--- src/rtl/huffman_decoder_if.sv ---
// Serial code-bit input and decoded-byte output bundle for huffman_decoder.
// The master side is the bitstream source/byte consumer; the slave side is the decoder.
interface huffman_decoder_if #(
  parameter int DATA_WIDTH = 8
);
  logic                  data_in;
  logic                  data_valid;
  logic [DATA_WIDTH-1:0] data_out;
  logic                  data_out_valid;
  logic                  busy;

  modport master (
    output data_in,
    output data_valid,
    input  data_out,
    input  data_out_valid,
    input  busy
  );

  modport slave (
    input  data_in,
    input  data_valid,
    output data_out,
    output data_out_valid,
    output busy
  );
endinterface

--- src/rtl/huffman_decoder.sv ---
// Serial decoder for a two-class prefix code: '0' -> ZERO_SYMBOL,
// '1' + DATA_WIDTH payload bits (MSB first) -> literal byte.
module huffman_decoder #(
  parameter int                    DATA_WIDTH  = 8,
  parameter logic [DATA_WIDTH-1:0] ZERO_SYMBOL = '0
) (
  input  logic                     clk,
  input  logic                     reset,
  huffman_decoder_if.slave         bus
);

  localparam int CNT_W = (DATA_WIDTH > 1) ? $clog2(DATA_WIDTH) : 1;
  localparam logic [CNT_W-1:0] LAST_CNT = CNT_W'(DATA_WIDTH - 1);

  typedef enum logic {
    IDLE    = 1'b0,
    LITERAL = 1'b1
  } state_e;

  state_e                state_q, state_d;
  logic [CNT_W-1:0]      cnt_q, cnt_d;
  logic [DATA_WIDTH-1:0] shift_q, shift_d;
  logic [DATA_WIDTH-1:0] data_out_q, data_out_d;
  logic                  data_out_valid_q, data_out_valid_d;
  logic                  busy_q, busy_d;

  logic                  last_bit;
  logic [DATA_WIDTH-1:0] shifted;

  assign last_bit = (cnt_q == LAST_CNT);
  // Truncating cast drops the old MSB so the first payload bit lands in the MSB.
  assign shifted  = DATA_WIDTH'({shift_q, bus.data_in});

  always_ff @(posedge clk or negedge reset) begin
    if (!reset) begin
      state_q          <= IDLE;
      cnt_q            <= '0;
      shift_q          <= '0;
      data_out_q       <= '0;
      data_out_valid_q <= 1'b0;
      busy_q           <= 1'b0;
    end else begin
      state_q          <= state_d;
      cnt_q            <= cnt_d;
      shift_q          <= shift_d;
      data_out_q       <= data_out_d;
      data_out_valid_q <= data_out_valid_d;
      busy_q           <= busy_d;
    end
  end

  always_comb begin
    state_d = state_q;
    if (bus.data_valid) begin
      unique case (state_q)
        IDLE:    if (bus.data_in) state_d = LITERAL;
        LITERAL: if (last_bit)    state_d = IDLE;
        default: state_d = IDLE;
      endcase
    end
  end

  always_comb begin
    cnt_d            = cnt_q;
    shift_d          = shift_q;
    data_out_d       = data_out_q;
    data_out_valid_d = 1'b0;
    if (bus.data_valid) begin
      unique case (state_q)
        IDLE: begin
          if (bus.data_in) begin
            cnt_d   = '0;
            shift_d = '0;
          end else begin
            data_out_d       = ZERO_SYMBOL;
            data_out_valid_d = 1'b1;
          end
        end
        LITERAL: begin
          shift_d = shifted;
          if (last_bit) begin
            cnt_d            = '0;
            data_out_d       = shifted;
            data_out_valid_d = 1'b1;
          end else begin
            cnt_d = cnt_q + CNT_W'(1);
          end
        end
        default: begin
          cnt_d   = '0;
          shift_d = '0;
        end
      endcase
    end
    busy_d = (state_d == LITERAL);
  end

  assign bus.data_out       = data_out_q;
  assign bus.data_out_valid = data_out_valid_q;
  assign bus.busy           = busy_q;

endmodule

--- src/flat_wrapper.sv ---
// flat-port wrapper written by rule: the top's interface ports become plain ports
module huffman_decoder_flat 
#(
  parameter int                    DATA_WIDTH  = 8,
  parameter logic [DATA_WIDTH-1:0] ZERO_SYMBOL = '0
)
  (clk, reset, bus_data_in, bus_data_valid, bus_data_out, bus_data_out_valid, bus_busy);
  huffman_decoder_if #(.DATA_WIDTH(DATA_WIDTH)) bus_i ();
  input  logic clk;
  input  logic reset;
  input wire logic [$bits(bus_i.data_in)-1:0] bus_data_in;
  input wire logic [$bits(bus_i.data_valid)-1:0] bus_data_valid;
  output wire logic [$bits(bus_i.data_out)-1:0] bus_data_out;
  output wire logic [$bits(bus_i.data_out_valid)-1:0] bus_data_out_valid;
  output wire logic [$bits(bus_i.busy)-1:0] bus_busy;
  assign bus_i.data_in = bus_data_in;
  assign bus_i.data_valid = bus_data_valid;
  assign bus_data_out = bus_i.data_out;
  assign bus_data_out_valid = bus_i.data_out_valid;
  assign bus_busy = bus_i.busy;
  huffman_decoder #(.DATA_WIDTH(DATA_WIDTH), .ZERO_SYMBOL(ZERO_SYMBOL)) u_core (.clk(clk), .reset(reset), .bus(bus_i));
endmodule
--- config.mk ---
export PLATFORM = sky130hd
export DESIGN_NAME = huffman_decoder_flat
export DESIGN_NICKNAME = d
export VERILOG_FILES = /design/src/rtl/huffman_decoder_if.sv /design/src/rtl/huffman_decoder.sv /design/src/flat_wrapper.sv
export SDC_FILE = /design/constraint.sdc
export NUM_CORES = 1
export LEC_CHECK = 0
export ABC_CLOCK_PERIOD_IN_PS = 1400
export BUFFER_PORTS_ARGS = -buffer_cell sky130_fd_sc_hd__buf_4
export CORE_MARGIN = 4
export CORE_UTILIZATION = 48
export CTS_CLUSTER_SIZE = 12
export DETAILED_ROUTE_END_ITERATION = 8
export PLACE_DENSITY = 0.77
export SLEW_MARGIN = 20
export SYNTH_ARGS = -nofsm -noshare
export SYNTH_HDL_FRONTEND = slang
export SYNTH_SLANG_ARGS = --single-unit
--- constraint.sdc ---
create_clock -name clk -period 1.4 [get_ports clk]
set_input_delay 0.14 -clock clk [delete_from_list [all_inputs] [get_ports clk]]
set_output_delay 0.14 -clock clk [all_outputs]
set_load 0.01 [all_outputs]
**After elaboration in Yosys (flattened, before gate mapping)**

Index checks and enable logic that the tools add are counted.

- Output and inout port bits: 10
- Logic and storage cells: 28
- Flip-flop bits (word level): 20

- Multiplexer cells: 15
- Add/subtract/negate cells: 1
- Equality and inequality tests: 4
- Reductions and logical operators: 2
- Bitwise logic cells: 1

Operators by type and width:

| operator | number |
|---|---|
| $mux W8 | 2 |
| $pmux W8 S2 | 1 |
| $pmux W7 S2 | 1 |
| $mux W7 | 1 |
| $mux W3 | 2 |
| $ne A2 B2 Y1 const B | 3 |
| $pmux W3 S2 | 1 |
| $mux W1 | 5 |
| $pmux W1 S2 | 2 |
| $add A3 B1 Y3 const B | 1 |
| $eq A3 B3 Y1 const B | 1 |
| $reduce_and A3 Y1 | 1 |
| $reduce_and A2 Y1 | 1 |
| $not A1 Y1 | 1 |

**Depth between registers and ports, before layout**

- Word-level depth: 4
- Mapped depth: 6
- Depth with buffers taken out: 5

**Least setup slack after synthesis**

No wires, ideal clock.

- Kind: register -> register
- Start point: reg u_core.cnt_q[0]
- End point: reg u_core.data_out_q[1] (netlist: u_core.bus.data_out[1])
- Library setup time: 0.118 ns
- Setup slack: -0.140 ns
- Cell stages (with the launch flop): 7
- Arrival time: 1.422 ns
- Cells stage by stage: dfrtp_1 -> ha_1 -> ha_1 -> and2_4 -> buf_6 -> a32o_1 -> a21o_1

- Word-level cells in the longest chain between the ends: 3

RTL lines:

| element | line | text |
|---|---|---|
| start: declaration | huffman_decoder.sv:21 | `logic [CNT_W-1:0] cnt_q, cnt_d;` |
| start signal: assignment | huffman_decoder.sv:44 | `cnt_q <= cnt_d;` |
| $eq A3 B3 Y1 | huffman_decoder.sv:30 | `assign last_bit = (cnt_q == LAST_CNT);` |
| $ne A2 B2 Y1 (no line) | -- |  |
| $reduce_and A3 Y1 (no line) | -- |  |
| end signal: assignment | huffman_decoder.sv:46 | `data_out_q <= data_out_d;` |
| end: declaration | huffman_decoder.sv:23 | `logic [DATA_WIDTH-1:0] data_out_q, data_out_d;` |

No other way between the ends.
A chain may end at the register's enable or synchronous reset.

**Final worst setup path**

- Start point: reg u_core.cnt_q[1]
- End point: reg u_core.data_out_q[5] (netlist: u_core.bus.data_out[5])

Same word-level chain as after synthesis.

==> flow_summary.ini <==
[detailed_routing]
num_vias = 608
first_pass_iters = 5
drcViolationCount = 0
finalWirelength_um = 1610
routed_via_density = 5.58
drt-initial-drc-count = 14
wl_per_cell_um = 14.8
ant_nets = 0

[logic_synthesis]
ys_seq_elements = 20
postSynthAreaPerCell_um2 = 13.0
ys.flop_type = dfrtp_1
synthCells = 68
syn_nets = 75
syn_area_um2 = 886
ys_types = 22
seq_area_frac_synth = 0.565
synth.most_common_cell = dfrtp_1
ys_warn_count = 0
async_flop_share = 1.00
synth_common_cells = dfrtp_1 (20), a22o_1 (8), a21o_1 (7), a32o_1 (7)
synth.top_cell.area_share = 0.565
synth_top_area_cell = dfrtp_1
synth-edff-count = 0
synth_area_leaders = dfrtp_1 (56%), a22o_1 (7.9%), a32o_1 (7.9%)

[place]
dp.cells = 103
place.gp.congestion = 0.706
portBuffers = 13
dpl_cell_area_um2 = 1000
post-dp-hpwl_um = 1150

[finish]
nFillCells = 142
diodes = 0
seqCellArea_um2 = 500
final_nets = 92
final_area_um2 = 1070
multi_input_area_um2 = 353
syn2layout_area_growth_pct = 20.9
drive_above_1_share = 0.310
fin_cells = 109

[sta]
post-route-min-period_ps = 1430
tightestPinTransition_ps = 401
max_slew_margin = 0.732
finalHoldViolCount = 0
fmax_ghz = 0.698
timing.final.ws_setup_ps = -33.3
slew_violations = 0
fin_crit_sh = 1.02
rsz0062_at_grt = yes
hold_slack_ps = 107
finalSetupViolCount = 6
clock_skew_ps = 2.61

[setup_path]
regToRegEndpoint = u_core.bus.data_out[5]
reg2reg_from = u_core.cnt_q[1]
path_class = reg2reg
critPathLaunchType = register
cp.arrival_ps = 1630
crit_required_ps = 1600
crit_fanout = 8
crit_start = u_core.cnt_q[1]
reg2regPathDepth = 5
r2r_slack_ps = -30
worst_setup_path_end_kind = register

[die]
placementRows = 15
dieArea_um2 = 2600
ios = 14
start_util = 0.508
die_w_um = 51.0
die_y_um = 51.0
coreArea_um2 = 1750

[run]
maxCapViolCount = 0

[global_route]
antenna_found_initial = 0
grt_pass1_vias = 612
grt_max_degree = 21
gr-usage-all-layers = 0.137
grt_first_pass_wirelength_um = 2680
grt_overflow = 0

[power_and_ir_drop]
power-per-cell-area_nw_per_um2 = 2110
finalPower_uw = 2260
ir_worst_vdd_mv = 0.999
p_leak_uw = 0.000488

[cts]
clock_latency_ps = 300
clock_path_buffers = 2
cts_resized = 0
cts.htree.levels = 1
numCtsBuffers = 3
cts_num_sinks = 20
root_buffer = clkbuf_4
clk_pin_slew_worst_paths_ps = 110
cts_tree = done

[min_path]
min_from = bus_data_in
whs_endpoint = u_core.shift_q[0]
hold_path.class = in2reg
min_delay_path_depth = 3

[status]
outcome = finished with violations
violations = setup timing
[worst max-delay path by stage]
stage	end	slack, ps	cells past startpoint
3_3_place_gp	u_core.bus.data_out[5]	7	5
4_1_cts	u_core.bus.data_out[5]	-40	5
2_1_floorplan	u_core.bus.data_out[1]	-50	6
5_1_grt	u_core.bus.data_out[5]	-80	5
6_report	u_core.bus.data_out[5]	-30	5
3_5_place_dp	u_core.bus.data_out[5]	-30	5
[where the power goes]
| group | total (uW) | internal, uW | switching (uW) | leakage [uW] |
|---|---|---|---|---|
| clock network | 465 | 289 | 176 | 0.0000279 |
| logic | 816 | 479 | 336 | 0.000229 |
| registers | 979 | 794 | 185 | 0.000231 |
| total | 2260 | 1560 | 698 | 0.000488 |
[through the flow]
stage	utilization	setup WS [ps]	setup TNS, ps
final	0.614	-33.3	-122
after global routing	0.614	-81.1	-439
after CTS	0.614	-37.8	-218
after detailed placement	0.573	-34.2	-149
after global placement	0.573	6.98	0
after floorplan	-	-49.7	-322
[routing by layer]
layer	share of wire	track usage	routed length (um)
met4	0.0074	0.0538	12
met1	0.42	0.165	684
met2	0.49	0.238	789
met5	0	0	0
met3	0.078	0.0292	125
[registers in the layout, indices dropped and copies added (netlist names)]
register and count:
u_core.state_q 1, u_core.bus.data_out 8, u_core.shift_q 7, u_core.cnt_q 3, u_core.bus.data_out_valid 1
[critical path, cell delays in order, from the launching register on]
cell and delay (ps):
dfrtp_1 400, ha_2 210, ha_4 160, and2_4 160, a32o_1 250, a21o_1 150
[cell usage in the layout (no fill, tap or decap)]
master and instances:
dfrtp_1 20, buf_4 16, a22o_1 8, a32o_1 7, a21o_1 7, nand2_1 3
clkbuf_4 3, nand3_1 2, inv_1 1, o21ai_1 1, nor2b_1 1, nor2_1 1
and2_1 1, o21ai_2 1, and2_4 1, nand2b_1 1, o21ai_0 1, nor2b_4 1
mux2_2 1, a21oi_1 1, a31oi_1 1, ha_2 1, ha_4 1, ha_1 1
bufinv_16 1, dlygate4sd3_1 1
[logic make-up after synthesis]
kind of cell	Yosys count	share of synthesized area
compound gates	27	0.251
flops	20	0.565
simple gates	11	0.0749
buf+inv	6	0.0537
fa+ha+maj	3	0.0424
mux	1	0.0127
[timing repair]
action	in CTS	in global routing
endpoints found under the setup margin	7	7
pin swaps	1	4
endpoints found under the hold margin	20	0
setup buffers	1	0
hold buffers	1	0
[area by class of cell]
cell class / count / share of cell area
Tap cell: 25 / 0.0292
Inverter: 1 / 0.00350
Multi-Input combinational cell: 42 / 0.329
Sequential cell: 20 / 0.467
Clock buffer: 3 / 0.0210
Timing Repair Buffer: 17 / 0.121
Clock inverter: 1 / 0.0280
No activity file was read; power rests on OpenSTA's default activity.
